$ cat src/rtl/wb_tg_pkg.sv
// Shared Wishbone traffic-generator types: cycle/burst type codes and FSM states.
package wb_tg_pkg;

   localparam logic [2:0] CTI_CLASSIC = 3'b000;
   localparam logic [2:0] CTI_INC     = 3'b010;
   localparam logic [2:0] CTI_EOB     = 3'b111;
   localparam logic [1:0] BTE_LINEAR  = 2'b00;

   typedef enum logic [2:0] {
      IDLE,
      WR_BURST,
      WR_GAP,
      RD_BURST,
      RD_GAP,
      DONE
   } tg_state_e;

endpackage

$ cat src/rtl/wb_tg_pattern.sv
// Address-derived test pattern: (zero-extended address ^ seed), replicated/truncated
// to DW, rotated left by (address mod DW).
module wb_tg_pattern #(
   parameter int unsigned DW = 32,
   parameter int unsigned AW = 30
) (
   input  logic [AW-1:0] adr,
   input  logic [31:0]   seed,
   output logic [DW-1:0] pat_c
);

   localparam int unsigned XW  = (AW > 32) ? AW : 32;
   localparam int unsigned REP = (DW + XW - 1) / XW;
   localparam int unsigned RW  = $clog2(DW);

   logic [XW-1:0]     word;
   logic [REP*XW-1:0] rep;
   logic [DW-1:0]     base;
   logic [RW-1:0]     rot;

   always_comb begin
      word  = XW'(adr) ^ XW'(seed);
      rep   = {REP{word}};
      base  = rep[DW-1:0];
      rot   = RW'(XW'(adr) % XW'(DW));
      // a shift by the full width yields zero, so rot == 0 needs no special case
      pat_c = (base << rot) | (base >> (DW - 32'(rot)));
   end

endmodule

$ cat src/rtl/wb_traffic_gen.sv
// Wishbone burst traffic generator: writes a pattern over NUM_BURSTS bursts, reads it back
// and checks it. Define WB_TG_TIMEOUT_EN to add the no-ack watchdog.
module wb_traffic_gen
   import wb_tg_pkg::*;
#(
   parameter int unsigned    DW         = 32,
   parameter int unsigned    AW         = 30,
   parameter int unsigned    BURST_LEN  = 4,
   parameter int unsigned    NUM_BURSTS = 16,
   parameter logic [AW-1:0]  BASE_ADR   = '0,
   parameter logic [31:0]    SEED       = 32'hA5A5_0F0F,
   parameter int unsigned    TIMEOUT    = 1024
) (
   input  logic            wb_clk,
   input  logic            wb_rst_n,
   input  logic            start,
   output logic [AW-1:0]   wb_adr_o,
   output logic [DW-1:0]   wb_dat_o,
   output logic [DW/8-1:0] wb_sel_o,
   output logic [2:0]      wb_cti_o,
   output logic [1:0]      wb_bte_o,
   output logic            wb_we_o,
   output logic            wb_cyc_o,
   output logic            wb_stb_o,
   input  logic [DW-1:0]   wb_dat_i,
   input  logic            wb_ack_i,
   output logic            busy,
   output logic            done,
   output logic            ok,
   output logic [15:0]     err_cnt,
   output logic [AW-1:0]   err_adr,
   output logic            timeout
);

   localparam int unsigned BCW = (BURST_LEN > 1) ? $clog2(BURST_LEN) : 1;
   localparam int unsigned NBW = (NUM_BURSTS > 1) ? $clog2(NUM_BURSTS) : 1;

   if ((DW % 8 != 0) || (BURST_LEN != 1 && BURST_LEN != 4 && BURST_LEN != 8 && BURST_LEN != 16)
       || NUM_BURSTS == 0 || TIMEOUT == 0) begin : g_bad_cfg
      $error("wb_traffic_gen: illegal parameter set");
   end

   tg_state_e       state_q, state_d;
   logic [AW-1:0]   adr_q, adr_d;
   logic [BCW-1:0]  beat_q, beat_d;
   logic [NBW-1:0]  burst_q, burst_d;
   logic            cyc_q, cyc_d;
   logic            we_q, we_d;
   logic [2:0]      cti_q, cti_d;
   logic [DW-1:0]   dat_q, dat_d;
   logic            busy_q, busy_d;
   logic            done_q, done_d;
   logic            ok_q, ok_d;
   logic [15:0]     err_cnt_q, err_cnt_d;
   logic [AW-1:0]   err_adr_q, err_adr_d;
   logic [DW-1:0]   pat_wr, pat_rd;
   logic            ack_v, last_beat, last_burst;

`ifdef WB_TG_TIMEOUT_EN
   localparam int unsigned WDW = $clog2(TIMEOUT + 1);
   logic [WDW-1:0]  wdog_q, wdog_d;
   logic            tmo_q, tmo_d;
`endif

   // write data is registered from the next address; the read check uses the live one
   wb_tg_pattern #(.DW(DW), .AW(AW)) u_pat_wr (.adr(adr_d), .seed(SEED), .pat_c(pat_wr));
   wb_tg_pattern #(.DW(DW), .AW(AW)) u_pat_rd (.adr(adr_q), .seed(SEED), .pat_c(pat_rd));

   assign ack_v      = wb_ack_i & cyc_q;
   assign last_beat  = (beat_q == BCW'(BURST_LEN - 1));
   assign last_burst = (burst_q == NBW'(NUM_BURSTS - 1));

   always_comb begin
      state_d   = state_q;
      adr_d     = adr_q;
      beat_d    = beat_q;
      burst_d   = burst_q;
      done_d    = done_q;
      ok_d      = ok_q;
      err_cnt_d = err_cnt_q;
      err_adr_d = err_adr_q;
`ifdef WB_TG_TIMEOUT_EN
      wdog_d    = '0;
      tmo_d     = tmo_q;
`endif
      case (state_q)
         IDLE, DONE: begin
            if (start) begin
               state_d   = WR_BURST;
               adr_d     = BASE_ADR;
               beat_d    = '0;
               burst_d   = '0;
               done_d    = 1'b0;
               ok_d      = 1'b0;
               err_cnt_d = '0;
               err_adr_d = '0;
`ifdef WB_TG_TIMEOUT_EN
               tmo_d     = 1'b0;
`endif
            end
         end
         WR_BURST, RD_BURST: begin
            if (ack_v) begin
               adr_d  = adr_q + AW'(1);
               beat_d = beat_q + BCW'(1);
               if (state_q == RD_BURST && wb_dat_i != pat_rd) begin
                  if (err_cnt_q != 16'hFFFF) err_cnt_d = err_cnt_q + 16'd1;
                  if (err_cnt_q == 16'd0)    err_adr_d = adr_q;
               end
               if (last_beat) begin
                  beat_d  = '0;
                  burst_d = last_burst ? '0 : burst_q + NBW'(1);
                  if (state_q == WR_BURST) begin
                     state_d = WR_GAP;
                     if (last_burst) adr_d = BASE_ADR;
                  end else if (last_burst) begin
                     state_d = DONE;
                     done_d  = 1'b1;
                     ok_d    = (err_cnt_d == 16'd0);
                  end else begin
                     state_d = RD_GAP;
                  end
               end
            end
`ifdef WB_TG_TIMEOUT_EN
            else begin
               wdog_d = wdog_q + WDW'(1);
               if (wdog_d == WDW'(TIMEOUT)) begin
                  state_d = DONE;
                  done_d  = 1'b1;
                  ok_d    = 1'b0;
                  tmo_d   = 1'b1;
               end
            end
`endif
         end
         // burst counter wraps to zero only once the whole write phase is complete
         WR_GAP:  state_d = (burst_q == '0) ? RD_BURST : WR_BURST;
         RD_GAP:  state_d = RD_BURST;
         default: state_d = IDLE;
      endcase

      cyc_d  = (state_d == WR_BURST) || (state_d == RD_BURST);
      we_d   = (state_d == WR_BURST);
      busy_d = (state_d != IDLE) && (state_d != DONE);
      dat_d  = (state_d == WR_BURST) ? pat_wr : '0;
      cti_d  = CTI_CLASSIC;
      if (cyc_d && BURST_LEN > 1)
         cti_d = (beat_d == BCW'(BURST_LEN - 1)) ? CTI_EOB : CTI_INC;
   end

   always_ff @(posedge wb_clk) begin
      if (!wb_rst_n) begin
         state_q   <= IDLE;
         adr_q     <= '0;
         beat_q    <= '0;
         burst_q   <= '0;
         cyc_q     <= 1'b0;
         we_q      <= 1'b0;
         cti_q     <= CTI_CLASSIC;
         dat_q     <= '0;
         busy_q    <= 1'b0;
         done_q    <= 1'b0;
         ok_q      <= 1'b0;
         err_cnt_q <= '0;
         err_adr_q <= '0;
`ifdef WB_TG_TIMEOUT_EN
         wdog_q    <= '0;
         tmo_q     <= 1'b0;
`endif
      end else begin
         state_q   <= state_d;
         adr_q     <= adr_d;
         beat_q    <= beat_d;
         burst_q   <= burst_d;
         cyc_q     <= cyc_d;
         we_q      <= we_d;
         cti_q     <= cti_d;
         dat_q     <= dat_d;
         busy_q    <= busy_d;
         done_q    <= done_d;
         ok_q      <= ok_d;
         err_cnt_q <= err_cnt_d;
         err_adr_q <= err_adr_d;
`ifdef WB_TG_TIMEOUT_EN
         wdog_q    <= wdog_d;
         tmo_q     <= tmo_d;
`endif
      end
   end

   assign wb_adr_o = adr_q;
   assign wb_dat_o = dat_q;
   assign wb_sel_o = '1;
   assign wb_cti_o = cti_q;
   assign wb_bte_o = BTE_LINEAR;
   assign wb_we_o  = we_q;
   assign wb_cyc_o = cyc_q;
   assign wb_stb_o = cyc_q;
   assign busy     = busy_q;
   assign done     = done_q;
   assign ok       = ok_q;
   assign err_cnt  = err_cnt_q;
   assign err_adr  = err_adr_q;
`ifdef WB_TG_TIMEOUT_EN
   assign timeout  = tmo_q;
`else
   assign timeout  = 1'b0;
`endif

endmodule

$ cat config.mk
export PLATFORM = sky130hd
export DESIGN_NAME = wb_traffic_gen
export DESIGN_NICKNAME = d
export VERILOG_FILES = /design/src/rtl/wb_tg_pkg.sv /design/src/rtl/wb_tg_pattern.sv /design/src/rtl/wb_traffic_gen.sv
export SDC_FILE = /design/constraint.sdc
export NUM_CORES = 1
export LEC_CHECK = 0
export ABC_AREA = 0
export CORE_ASPECT_RATIO = 0.9
export CORE_MARGIN = 5
export CORE_UTILIZATION = 45
export CTS_BUF_LIST = sky130_fd_sc_hd__clkbuf_4 sky130_fd_sc_hd__clkbuf_8
export CTS_CLUSTER_DIAMETER = 50
export DETAILED_ROUTE_END_ITERATION = 10
export PLACE_DENSITY = 0.65
export SYNTH_ARGS = -nofsm -noshare
export SYNTH_HDL_FRONTEND = slang
export SYNTH_SLANG_ARGS = --single-unit
$ cat constraint.sdc
create_clock -name wb_clk -period 5.13 [get_ports wb_clk]
set_input_delay 1.2825 -clock wb_clk [delete_from_list [all_inputs] [get_ports wb_clk]]
set_output_delay 1.2825 -clock wb_clk [all_outputs]
set_load 0.1 [all_outputs]
==> flow_metrics.tcl <==
set metrics [dict create \
    status "finished, final reports clean" \
    drc 0 \
    ys_async_sr_fraction_pct 0 \
    critPathLaunchType "register" \
    vias 16100 \
    cap_violations 0 \
    crit_arrival_ns 5.28 \
    gp_congestion 1.03 \
    postSynthCellCount 1861 \
    fin_setup_tns_ns 0 \
    end_kind "register" \
    finalSetupViolations 0 \
    start_util_pct 45.9 \
    io_pins 160 \
    peakVddDrop_mv 0.165 \
    post_cts_resized 0 \
    cts-root-buf "clkbuf_8" \
    synth.distinct_cells 97 \
    cts_htree_levels 4 \
    grt.met2_usage_pct 55.6 \
    grt.overflow.total 0 \
    first_pass_iters 8 \
    clock.fmax_ghz 0.203 \
    post_cts_buffers 0 \
    yosys-top-cells-area "dfxtp_1 (18%), mux2i_1 (7.2%), mux4_2 (7.2%), nand2_1 (5.4%), a21oi_1 (5.2%)" \
    critPathMaxFanout 41 \
    cts_hold_buffers 0 \
    avgRoutedWirePerCell_microns 26.3 \
    whs_ns 0.453 \
    grtUsageMet3_pct 6.89 \
    power.density_nw_per_um2 156 \
    cts_max_path_buffers 2 \
    rows 60 \
    cp_cell_sequence "inv_1 > ha_1 > buf_12 > mux2_2 > mux2_1 > o2111ai_1 > nand4_1 > xnor2_1 > o2111ai_1 > or4b_1 > and4bb_1 > buf_12 > a21oi_4 > and2_1 > and3_1 > o221a_1" \
    cp.buffers_inverters 3 \
    synth_edf_count 0 \
    worstPathRequired_ns 5.48 \
    ys_warn_count 0 \
    yosysMostFrequentCell "nand2_1" \
    synth-seq-cells 124 \
    detail-route-antenna-nets 0 \
    finClkSkew_ns 0.0140 \
    die_h_microns 176 \
    rsz0062_at_grt "no" \
    grt_use_met1_pct 46.7 \
    cts_sinks 124 \
    place_hpwl_mm 47.5 \
    final_util_pct 54.7 \
    grt_pass1_wl_mm 95.0 \
    worst_pin_slew_ns 1.02 \
    hold_viol_final 0 \
    routed_wl_mm 63.1 \
    gr-usage-all-layers_pct 35.3 \
    seq_area_frac_synth_pct 18.0 \
    cts_tree "yes" \
    grt_pass1_vias 15200 \
    synthDominantCellAreaShare_pct 18.0 \
    period_share_pct 96.3 \
    period_needed_ns 4.94 \
    slowest_delay_ns 0.53 \
    synth_area_sq_um 13800 \
    slew_headroom_pct 31.8 \
    place_inst 2361 \
    cts-buffers-inserted 17 \
    hold_class "reg -> reg" \
    drv_slew 0 \
    cpMaxStageDelayCell "or4b_1" \
    yosys-top-cells-count "nand2_1 (198), nor2_1 (179), a21oi_1 (144)" \
    drt_iter0_drc 2155 \
    syn2layout_area_growth_pct 19.3 \
    p_leak_uw 0.00608 \
    clkTransAtPathRegs_ns 0.09 \
    port_buffers 152 \
    die_w_microns 195 \
    grt_max_degree 88 \
    synth_ff_type "dfxtp_1" \
    place_ws_ns 0.163 \
    crit_family "simple AND/OR/NAND/NOR gates" \
    core_sq_um 30100 \
    layout-drive-gt1-share_pct 14.7 \
    nNetsFinal 2028 \
    antenna_found_initial 0 \
    n_fill_cell 2948 \
    layout.cells.non_filler 2395 \
    clkLatencyLatePin_ns 0.46 \
    synth_area_per_cell_sq_um 7.42 \
    critPathKind "reg -> reg" \
    routed_via_density 6.71 \
    dieArea_sq_um 34300 \
    synth_top_cell_by_area "dfxtp_1" \
    top_usage_layer "met2" \
    fin_ws_ns 0.192 \
]
power by group:
part           switching (uW)  internal, uW
combinational             462           219
clock                     493           401
sequential               8.63           978
state kept, by name, indices dropped and copies added (netlist names):
register / cells
wb_dat_o: 32
err_adr: 30
wb_adr_o: 30
err_cnt: 16
burst_q: 4
state_q: 3
beat_q: 2
wb_cti_o: 2
busy: 1
done: 1
ok: 1
wb_cyc_o: 1
wb_we_o: 1
tightest hold or removal path, cell delays in order (launching register included):
cell,delay (ns)
dfxtp_1,0.32
nand2_1,0.05
a21oi_1,0.05
worst paths after layout:
| kind | from | end | slack [ns] | cells after the start |
|---|---|---|---|---|
| setup / recovery | wb_adr_o[1] | err_cnt[2] | 0.19 | 16 |
| hold / removal | err_adr[6] | err_adr[6] | 0.45 | 2 |
| setup reg to reg | wb_adr_o[1] | err_cnt[2] | 0.19 | 16 |
| hold reg to reg | err_adr[6] | err_adr[6] | 0.45 | 2 |
stage by stage:
stage	cell area, sq um	power, uW
floorplan	13800	1480
global placement	16100	1680
detailed placement	16100	1680
CTS	16500	2560
global route	16500	2650
finish	16500	2560
cells by family after synthesis:
| logic type | share of synthesized area (%) |
|---|---|
| AO/OA/AOI/OAI | 28.8 |
| XOR/XNOR | 2.03 |
| adder cells (fa/ha/maj) | 1.36 |
| buffers and inverters | 7.90 |
| flip-flops | 18.0 |
| multiplexers | 17.8 |
| other | 0.0544 |
| AND/OR/NAND/NOR | 24.1 |
cell type report:
class	instances	area (sq um)	area share [%]
multi-input cells	1503	10300	62.5
clock inverters	15	151	0.919
diodes	2	5.00	0.0304
repair buffers	284	2610	15.9
clock buffers	17	234	1.42
well taps	403	504	3.06
inverters	47	179	1.09
flip-flops and latches	124	2490	15.1
layer usage:
layer / up-vias / part of all wire (%)
met2: 1012 / 45
li1: 7255 / -
met3: 183 / 9.6
met5: - / 0
met1: 7610 / 40
met4: 0 / 5.2
layout by cell type (no fill, tap or decap), drive strengths merged, types with 26 or more instances in the layout:
master,count
mux2,42
o21ai,114
nand3,40
inv,54
clkdlybuf4s50,152
a211oi,35
nor2,179
nor3,44
a21oi,145
mux4,44
buf,132
and2,44
mux2i,99
a31oi,26
dfxtp,124
nand2,199
nand4,47
(Power assumes the default switching activity.)
